===== src/rtl/io_input_conditioner.sv =====
// Debounced slide-switch and pushbutton inputs for the IO read ports.
// Each channel is synchronised, then must hold steady DB_COUNT cycles.

module io_debounce_chan #(
    parameter int W        = 4,
    parameter int DB_COUNT = 50000,
    parameter int CNT_W    = 16,
    parameter bit RST_ONE  = 1'b0
) (
    input  logic         clock,
    input  logic         resetn,
    input  logic [W-1:0] raw,
    output logic [W-1:0] stable,
    output logic [W-1:0] prev
);

    localparam logic [W-1:0]     RST  = {W{RST_ONE}};
    localparam logic [CNT_W-1:0] LAST = CNT_W'(DB_COUNT - 1);

    logic [W-1:0]     s1;
    logic [W-1:0]     s2;
    logic [W-1:0]     cand;
    logic [W-1:0]     cand_d;
    logic [W-1:0]     stable_d;
    logic [CNT_W-1:0] cnt;
    logic [CNT_W-1:0] cnt_d;

    // A new candidate restarts the count; the counter saturates at LAST.
    always_comb begin
        cand_d   = cand;
        stable_d = stable;
        cnt_d    = '0;
        if (s2 != cand) begin
            cand_d = s2;
        end else if (cand == stable) begin
            cnt_d = '0;
        end else if (cnt == LAST) begin
            stable_d = cand;
        end else begin
            cnt_d = cnt + CNT_W'(1);
        end
    end

    always_ff @(posedge clock or negedge resetn) begin
        if (!resetn) begin
            s1     <= RST;
            s2     <= RST;
            cand   <= RST;
            stable <= RST;
            prev   <= RST;
            cnt    <= '0;
        end else begin
            s1     <= raw;
            s2     <= s1;
            cand   <= cand_d;
            stable <= stable_d;
            prev   <= stable;
            cnt    <= cnt_d;
        end
    end

endmodule

module io_input_conditioner #(
    parameter int DB_COUNT = 50000,
    parameter int CNT_W    = 16
) (
    input  logic       clock,
    input  logic       resetn,
    input  logic [3:0] sw0_raw,
    input  logic [3:0] sw1_raw,
    input  logic       key_raw,
    input  logic       event_clr,
    output logic [3:0] in_port0,
    output logic [3:0] in_port1,
    output logic       in_port2,
    output logic       key_event,
    output logic       changed
);

    logic [3:0] sw0_stable;
    logic [3:0] sw0_prev;
    logic [3:0] sw1_stable;
    logic [3:0] sw1_prev;
    logic [0:0] key_stable;
    logic [0:0] key_prev;
    logic       upd;
    logic       press;

    io_debounce_chan #(
        .W(4), .DB_COUNT(DB_COUNT), .CNT_W(CNT_W), .RST_ONE(1'b0)
    ) u_sw0 (
        .clock  (clock),
        .resetn (resetn),
        .raw    (sw0_raw),
        .stable (sw0_stable),
        .prev   (sw0_prev)
    );

    io_debounce_chan #(
        .W(4), .DB_COUNT(DB_COUNT), .CNT_W(CNT_W), .RST_ONE(1'b0)
    ) u_sw1 (
        .clock  (clock),
        .resetn (resetn),
        .raw    (sw1_raw),
        .stable (sw1_stable),
        .prev   (sw1_prev)
    );

    // Key is active-low, so it resets to the released (1) level.
    io_debounce_chan #(
        .W(1), .DB_COUNT(DB_COUNT), .CNT_W(CNT_W), .RST_ONE(1'b1)
    ) u_key (
        .clock  (clock),
        .resetn (resetn),
        .raw    (key_raw),
        .stable (key_stable),
        .prev   (key_prev)
    );

    assign in_port0 = sw0_stable;
    assign in_port1 = sw1_stable;
    assign in_port2 = ~key_stable[0];

    assign upd   = (sw0_stable != sw0_prev) |
                   (sw1_stable != sw1_prev) |
                   (key_stable != key_prev);
    assign press = key_prev[0] & ~key_stable[0];

    always_ff @(posedge clock or negedge resetn) begin
        if (!resetn) begin
            changed   <= 1'b0;
            key_event <= 1'b0;
        end else begin
            changed <= upd;
            if (press) begin
                key_event <= 1'b1;
            end else if (event_clr) begin
                key_event <= 1'b0;
            end
        end
    end

endmodule


===== config.mk =====
export PLATFORM = sky130hd
export DESIGN_NAME = io_input_conditioner
export DESIGN_NICKNAME = d
export VERILOG_FILES = /design/src/rtl/io_input_conditioner.sv
export SDC_FILE = /design/constraint.sdc
export NUM_CORES = 1
export LEC_CHECK = 0
export ABC_AREA = 0
export BUFFER_PORTS_ARGS = -buffer_cell sky130_fd_sc_hd__buf_2
export CAP_MARGIN = 20
export CORE_AREA = 8 8 89 99
export CTS_BUF_LIST = sky130_fd_sc_hd__clkbuf_8
export CTS_CLUSTER_SIZE = 30
export DETAILED_ROUTE_END_ITERATION = 8
export DIE_AREA = 0 0 97 107
export PLACE_DENSITY = 0.85
export SKIP_LAST_GASP = 1
export SLEW_MARGIN = 20
export SYNTH_ARGS = -nofsm -noshare
export SYNTH_HDL_FRONTEND = slang
export SYNTH_SLANG_ARGS = --single-unit

===== constraint.sdc =====
create_clock -name clock -period 2.1 [get_ports clock]
set_input_delay 0.315 -clock clock [delete_from_list [all_inputs] [get_ports clock]]
set_output_delay 0.315 -clock clock [all_outputs]
set_load 0.05 [all_outputs]

==> results of run 1 <==
[Yosys cell counts, types with 2 or more instances]
cell / number / share of area
dfrtp_1: 90 / 0.55
nor2_1: 52 / 0.048
xnor2_1: 39 / 0.084
xor2_1: 24 / 0.052
nand3_1: 14 / 0.017
nand4_1: 13 / 0.020
inv_1: 12 / 0.011
nand2_1: 12 / 0.011
clkbuf_1: 11 / 0.010
nor3_1: 11 / 0.014
mux2_4: 8 / 0.030
nor4_1: 7 / 0.011
and3_1: 6 / 0.0092
dfstp_2: 5 / 0.032
ha_1: 4 / 0.012
nor4_2: 4 / 0.012
or4bb_1: 4 / 0.011
a21oi_1: 3 / 0.0037
buf_4: 2 / 0.0037
buf_6: 2 / 0.0055
nand3_4: 2 / 0.0086
nand3b_2: 2 / 0.0055
nor4b_1: 2 / 0.0043
o21ai_0: 2 / 0.0025
o31ai_1: 2 / 0.0037
or4_1: 2 / 0.0037
or4b_1: 2 / 0.0049
[repair_timing]
action	in CTS	in global routing
setup endpoints to repair	0	8
endpoints found under the hold margin	29	0
resized for setup	0	2
hold buffers	1	0
buffers inserted	0	0
[path summary, 6_finish.rpt]
| check | end | from | depth (start not counted) |
|---|---|---|---|
| max reg2reg | u_sw1.stable[3] | u_sw1.cnt[10] | 4 |
| max in group asynchronous | u_key.cand | resetn | 3 |
| min | u_key.s1 | key_raw | 1 |
| min in group asynchronous | u_sw1.stable[0] | resetn | 2 |
| max | u_sw1.stable[3] | u_sw1.cnt[10] | 4 |
| min reg2reg | u_sw1.s2[3] | u_sw1.s1[3] | 0 |
[layer usage]
metal  vias up  track usage
met5         -            0
met1      1252        0.166
met3        14       0.0386
met4         0       0.0715
met2        56        0.229
li1       1206            -
[power groups by stage]
stage	logic [mW]	registers (mW)	clock network [mW]
after CTS	0.0999	1.88	1.45
after floorplan	0.0459	1.91	0
after global placement	0.0945	1.92	0
after global routing	0.109	1.89	1.53
after detailed placement	0.0970	1.92	0
final	0.0966	1.88	1.42
[flip-flops by register name, summed over array words and instances, names as in the netlist, 4 cells and up]
name / cells
u_sw1.stable: 4
u_sw0.stable: 4
u_sw0.s1: 4
u_sw1.cnt: 16
u_sw1.cand: 4
u_sw0.cand: 4
u_sw0.cnt: 16
u_sw0.prev: 4
u_sw1.s1: 4
u_sw1.s2: 4
u_sw1.prev: 4
u_key.cnt: 16
u_sw0.s2: 4
[worst reg2reg max path, stage by stage, from the launching register on]
cell	delay, ns
dfrtp_1	0.42
or4b_1	0.54
nor4_2	0.31
and3_2	0.31
mux2_4	0.31
[placed cells by master, fill, tap and decap left out, types with 2 or more instances in the layout]
cell type  Yosys  routed
bufinv_16      0       3
nand3b_2       2       2
nor3_1        11      11
inv_6          0       2
nor4_2         4       4
nand3_1       14      14
a21oi_1        3       3
mux2_4         8       8
o31ai_1        2       2
or4bb_1        4       4
nor2_1        52      52
xnor2_1       39      39
xor2_1        24      24
or4_1          2       2
buf_4          2       2
nor4b_1        2       2
ha_1           4       4
clkbuf_8       0       9
dfstp_2        5       5
inv_1         12      13
o21ai_0        2       2
nand2_1       12      12
or4b_1         2       2
and3_2         0       2
nor4_1         7       7
nand4_1       13      13
buf_2          0      21
dfrtp_1       90      90
and3_1         6       4
nand3_4        2       2
[cell families after synthesis]
group	after synthesis	share of synthesized area
AO/OA/AOI/OAI	10	0.0151
AND/OR/NAND/NOR	139	0.191
buffers and inverters	27	0.0305
multiplexers	8	0.0295
adder cells (fa/ha/maj)	4	0.0123
XOR/XNOR	63	0.136
flip-flops	95	0.586
[cell type report]
class | instances | area share
Sequential cell | 95 | 0.530
Tap cell | 87 | 0.0242
Clock buffer | 9 | 0.0276
Clock inverter | 7 | 0.0265
Inverter | 12 | 0.0100
Timing Repair Buffer | 25 | 0.0334
Multi-Input combinational cell | 224 | 0.348
==> flow_summary.yaml, run 1 <==
routing:
  via_count: 2528
  topRoutingLayerUsed: "met4"
  wl_met2_um: 3320
  routed_wl_um: 6830
  wl_met1_um: 3080
  wl_met3_um: 266
  postRouteAntennaNets: 0
  routedWlPerCell_um: 14.9
  drt-initial-drc-count: 129
  first_pass_iters: 4
  via_per_inst: 5.51
  drc: 0
power:
  power_mw: 3.40
  power.switching_mw: 0.713
  internal-power_mw: 2.69
  sw_frac_of_total: 0.210
  p_leak_nw: 1.91
  ir_drop_v: 0.000568
  clkPwrFrac: 0.418
  seqPwrFrac: 0.554
  p_per_area_nw_per_um2: 757
  combPwrFrac: 0.028
sta:
  drv_slew: 0
  final_hold_viol_count: 0
  worst_pin_slew_ns: 0.485
  rsz0062_at_grt: "no"
  worst_slack_ns: 0.101
  fmax_mhz: 500
  fin_crit_ns: 2.00
  fin_crit_sh: 0.952
  setup_viol: 0
  relSlewSlack: 0.676
  fin_setup_tns_ns: 0
  fin_skew_ns: 0.0113
  whs_ns: 0.0394
final_layout:
  antenna_cells: 0
  regArea_sq_um: 2380
  multi_input_area_sq_um: 1560
  fillers: 515
  design_area_sq_um: 4490
  final_util: 0.622
  nets: 383
  syn_to_final_growth_pct: 10.5
  fin_cells: 459
  drive_gt1_frac: 0.167
cts:
  h-tree-depth: 3
  numCtsBuffers: 9
  cts_tree: "built"
  cts_root_buf: "clkbuf_8"
  cts.path.max_buffers: 2
  path_clk_slew_ns: 0.09
  clk_latency_ns: 0.36
  cts_sinks: 95
grt:
  grt_use_total: 0.140
  grt_max_degree: 47
  overflow: 0
  grt_pass1_wl_um: 12000
  grt_pass1_vias: 2663
  antenna_found_initial: 0
worst_setup_path:
  cpMaxStageDelayCell: "or4b_1"
  crit_chain: "or4b_1, nor4_2, and3_2, mux2_4"
  max_stage_delay_ns: 0.54
  critPathKind: "reg -> reg"
  crit_fanout: 4
  reg2reg_slack_ns: 0.10
  cp_top_family: "simple AND/OR/NAND/NOR gates"
  cp_data_arrival_time_ns: 2.25
  worstPathRequired_ns: 2.35
  start_kind: "register"
  worst-path-buf-inv: 0
  crit_path_end_kind: "register"
floorplanning:
  io_pins: 23
  core-area_sq_um: 7230
  rows: 33
  start_util: 0.563
  die_height_um: 107
  fp.dieArea_sq_um: 10400
  die_w_um: 97
logic_synthesis:
  yosys_register_bits: 95
  netlist_area_sq_um: 4070
  yosysUniqueCellTypes: 36
  synth-main-ff-cell: "dfrtp_1"
  ys_seq_area_frac: 0.586
  synth_area_per_cell_sq_um: 11.8
  synth_edf_count: 0
  yosysWarnings: 0
  synthArstFlopShare: 1.00
  syn_inst: 346
  syn_nets: 362
placed_design:
  dp_slack_ns: 0.0563
  placed_cells: 442
  dp_hpwl_um: 4700
  placed_area_sq_um: 4240
  gp_congestion: 0.779
  portBuffers: 22
flow_run:
  max-cap-violations: 0
worst_hold_path:
  worstHoldPathType: "in -> reg"
run_status:
  status: "completed"
Note: power is estimated with default switching activity, not from simulation.
==> run 2: changes to the inputs <==
--- a/config.mk
+++ b/config.mk
@@ -5,15 +5,15 @@
 export SDC_FILE = /design/constraint.sdc
 export NUM_CORES = 1
 export LEC_CHECK = 0
-export ABC_AREA = 0
+export ABC_AREA = 1
 export BUFFER_PORTS_ARGS = -buffer_cell sky130_fd_sc_hd__buf_2
 export CAP_MARGIN = 20
-export CORE_AREA = 8 8 89 99
+export CORE_AREA = 8 8 95 106
 export CTS_BUF_LIST = sky130_fd_sc_hd__clkbuf_8
 export CTS_CLUSTER_SIZE = 30
 export DETAILED_ROUTE_END_ITERATION = 8
-export DIE_AREA = 0 0 97 107
-export PLACE_DENSITY = 0.85
+export DIE_AREA = 0 0 103 114
+export PLACE_DENSITY = 0.86
 export SKIP_LAST_GASP = 1
 export SLEW_MARGIN = 20
 export SYNTH_ARGS = -nofsm -noshare
==> flow_summary.yaml, run 2 <==
sta:
  rsz0062_at_grt: "no"
  fin_crit_sh: 0.814
  fin_setup_tns_ns: 0
  relSlewSlack: 0.669
  drv_slew: 0
  setup_viol: 0
  fmax_mhz: 585
  final_hold_viol_count: 0
  worst_slack_ns: 0.390
  fin_crit_ns: 1.71
  fin_skew_ns: 0.00949
  worst_pin_slew_ns: 0.497
final_layout:
  nets: 614
  final_common_cell: "nand2_1"
  antenna_cells: 0
  top_regs: "u_key.cnt (16), u_sw0.cnt (16), u_sw1.cnt (16)"
  fillers: 719
  syn_to_final_growth_pct: 9.55
  layout_common_cells: "124 x nand2_1, 90 x dfrtp_1, 74 x inv_1, 74 x nor2_1, 48 x nand3_1"
  regArea_sq_um: 2380
  multi_input_area_sq_um: 2030
  drive_gt1_frac: 0.174
logic_synthesis:
  synth_edf_count: 0
  synthArstFlopShare: 1.00
  yosysMostFrequentCell: "nand2_1"
  synth-main-ff-cell: "dfrtp_1"
  yosysTopAreaCellShare: 0.472
  synthTopCellsByCount: "124 x nand2_1, 90 x dfrtp_1, 74 x inv_1, 74 x nor2_1, 48 x nand3_1"
  syn_inst: 572
  ys_seq_area_frac: 0.500
  yosysUniqueCellTypes: 32
  yosysWarnings: 0
  netlist_area_sq_um: 4770
  syn_nets: 588
  synth_area_per_cell_sq_um: 8.34
  yosysTopAreaCell: "dfrtp_1"
  yosys_register_bits: 95
  synthTopCellsByArea: "dfrtp_1 47%, nand2_1 9.8%, inv_1 5.8%, nor2_1 5.8%, nand3_1 5.0%"
routing:
  drt-initial-drc-count: 202
  postRouteAntennaNets: 0
  drc: 0
  routedWlPerCell_um: 13.3
  via_count: 3728
  routed_wl_um: 9490
  first_pass_iters: 4
  via_per_inst: 5.22
power:
  power_mw: 3.35
  combPwrFrac: 0.051
  p_per_area_nw_per_um2: 640
  power.switching_mw: 0.853
  ir_drop_v: 0.000373
  p_leak_nw: 2.39
  sw_frac_of_total: 0.255
  seqPwrFrac: 0.565
  internal-power_mw: 2.49
  clkPwrFrac: 0.384
grt:
  grt_use_total: 0.180
  grt_pass1_wl_um: 16700
  overflow: 0
  grt_pass1_vias: 3815
  grt_max_degree: 41
  antenna_found_initial: 0
cts:
  cts_root_buf: "clkbuf_8"
  path_clk_slew_ns: 0.09
  cts.path.max_buffers: 2
  numCtsBuffers: 9
  cts_tree: "built"
  cts_sinks: 95
  post_cts_resized: 0
  h-tree-depth: 3
  clk_latency_ns: 0.37
worst_setup_path:
  worstPathRequired_ns: 2.38
  crit_path_frequent_cell: "nand2_1"
  max_stage_delay_ns: 0.40
  cp_data_arrival_time_ns: 1.99
  crit_chain: "ha_1, nand2_1, inv_1, nand2_1, nor2_1, nand2_1, nand2_1, nor3_1"
  crit_fanout: 11
  cpMaxStageDelayCell: "dfrtp_1"
  crit_path_end_kind: "register"
  start_kind: "register"
  critPathKind: "reg -> reg"
placed_design:
  gp_congestion: 0.910
  dp_hpwl_um: 7010
  dp_slack_ns: 0.396
  portBuffers: 22
flow_run:
  max-cap-violations: 0
run_status:
  status: "completed"
floorplanning:
  fp.dieArea_sq_um: 11700
  die_height_um: 114
  start_util: 0.579
  rows: 35
  die_w_um: 103
  io_pins: 23
  core-area_sq_um: 8230
worst_hold_path:
  worstHoldPathType: "in -> reg"
## run 2: changes by cell type after synthesis, moves of 22 or more
cell     change
xnor2_1     -29
nand3_1     +34
nor2_2      +26
nand2_1    +112
nor2_1      +22
inv_1       +62
## run 2: repair_timing
action	4_1_cts	5_1_grt
hold buffers	1	0
hold endpoints to repair	38	0
setup buffers	0	0
## run 2: worst max-delay path, delay by kind of cell (launching register included)
| family | cells | cell delay [ns] |
|---|---|---|
| fa+ha+maj | 1 | 0.21 |
| simple gates | 6 | 0.93 |
| buf+inv | 1 | 0.08 |
| flops | 1 | 0.40 |
## run 2: cell families after synthesis
| family | Yosys count | share of synthesized area |
|---|---|---|
| XOR/XNOR | 29 | 0.0532 |
| AND/OR/NAND/NOR | 332 | 0.340 |
| adder cells (fa/ha/maj) | 4 | 0.0105 |
| flip-flops | 95 | 0.500 |
| buffers and inverters | 93 | 0.0747 |
| AO/OA/AOI/OAI | 19 | 0.0218 |
## run 2: through the flow
stage	area (sq um)	util	cells	hold WS, ns
after floorplan	4770	-	572	0.0194
final	5230	0.635	714	0.0356
after detailed placement	5000	0.608	697	0.314
after global placement	5000	0.608	697	0.308
after global routing	5230	0.635	714	0.0161
after CTS	5230	0.635	714	0.0240
## run 2: metal layers
metal | global-route usage | part of all wire | up-vias
met3 | 0.0433 | 0.048 | 18
li1 | - | - | 1832
met1 | 0.210 | 0.42 | 1788
met5 | 0 | 0 | -
met2 | 0.303 | 0.51 | 90
met4 | 0.0821 | 0.020 | 0
## run 2: power groups by stage
stage | Sequential [mW] | Clock (mW) | Combinational (mW)
floorplan | 1.92 | 0 | 0.108
global placement | 1.92 | 0 | 0.163
detailed placement | 1.93 | 0 | 0.171
CTS | 1.89 | 1.31 | 0.174
global route | 1.90 | 1.37 | 0.196
finish | 1.89 | 1.28 | 0.169
## run 2: layout make-up
cell class	count	area share
Clock inverter	7	0.0168
Tap cell	111	0.0266
Timing Repair Buffer	25	0.0287
Clock buffer	9	0.0237
Multi-Input combinational cell	384	0.389
Inverter	83	0.0596
Sequential cell	95	0.456
## run 2: path summary, 6_finish.rpt
check                              from             to  slack, ns  depth (start not counted)
min reg2reg                 u_sw1.s1[1]    u_sw1.s2[1]       0.36                          0
max in group asynchronous        resetn  u_key.cnt[10]       0.98                          3
max                        u_key.cnt[0]   u_key.cnt[9]       0.39                          8
max reg2reg                u_key.cnt[0]   u_key.cnt[9]       0.39                          8
min                             key_raw       u_key.s1       0.04                          1
min in group asynchronous        resetn   u_sw0.cnt[8]       0.43                          2
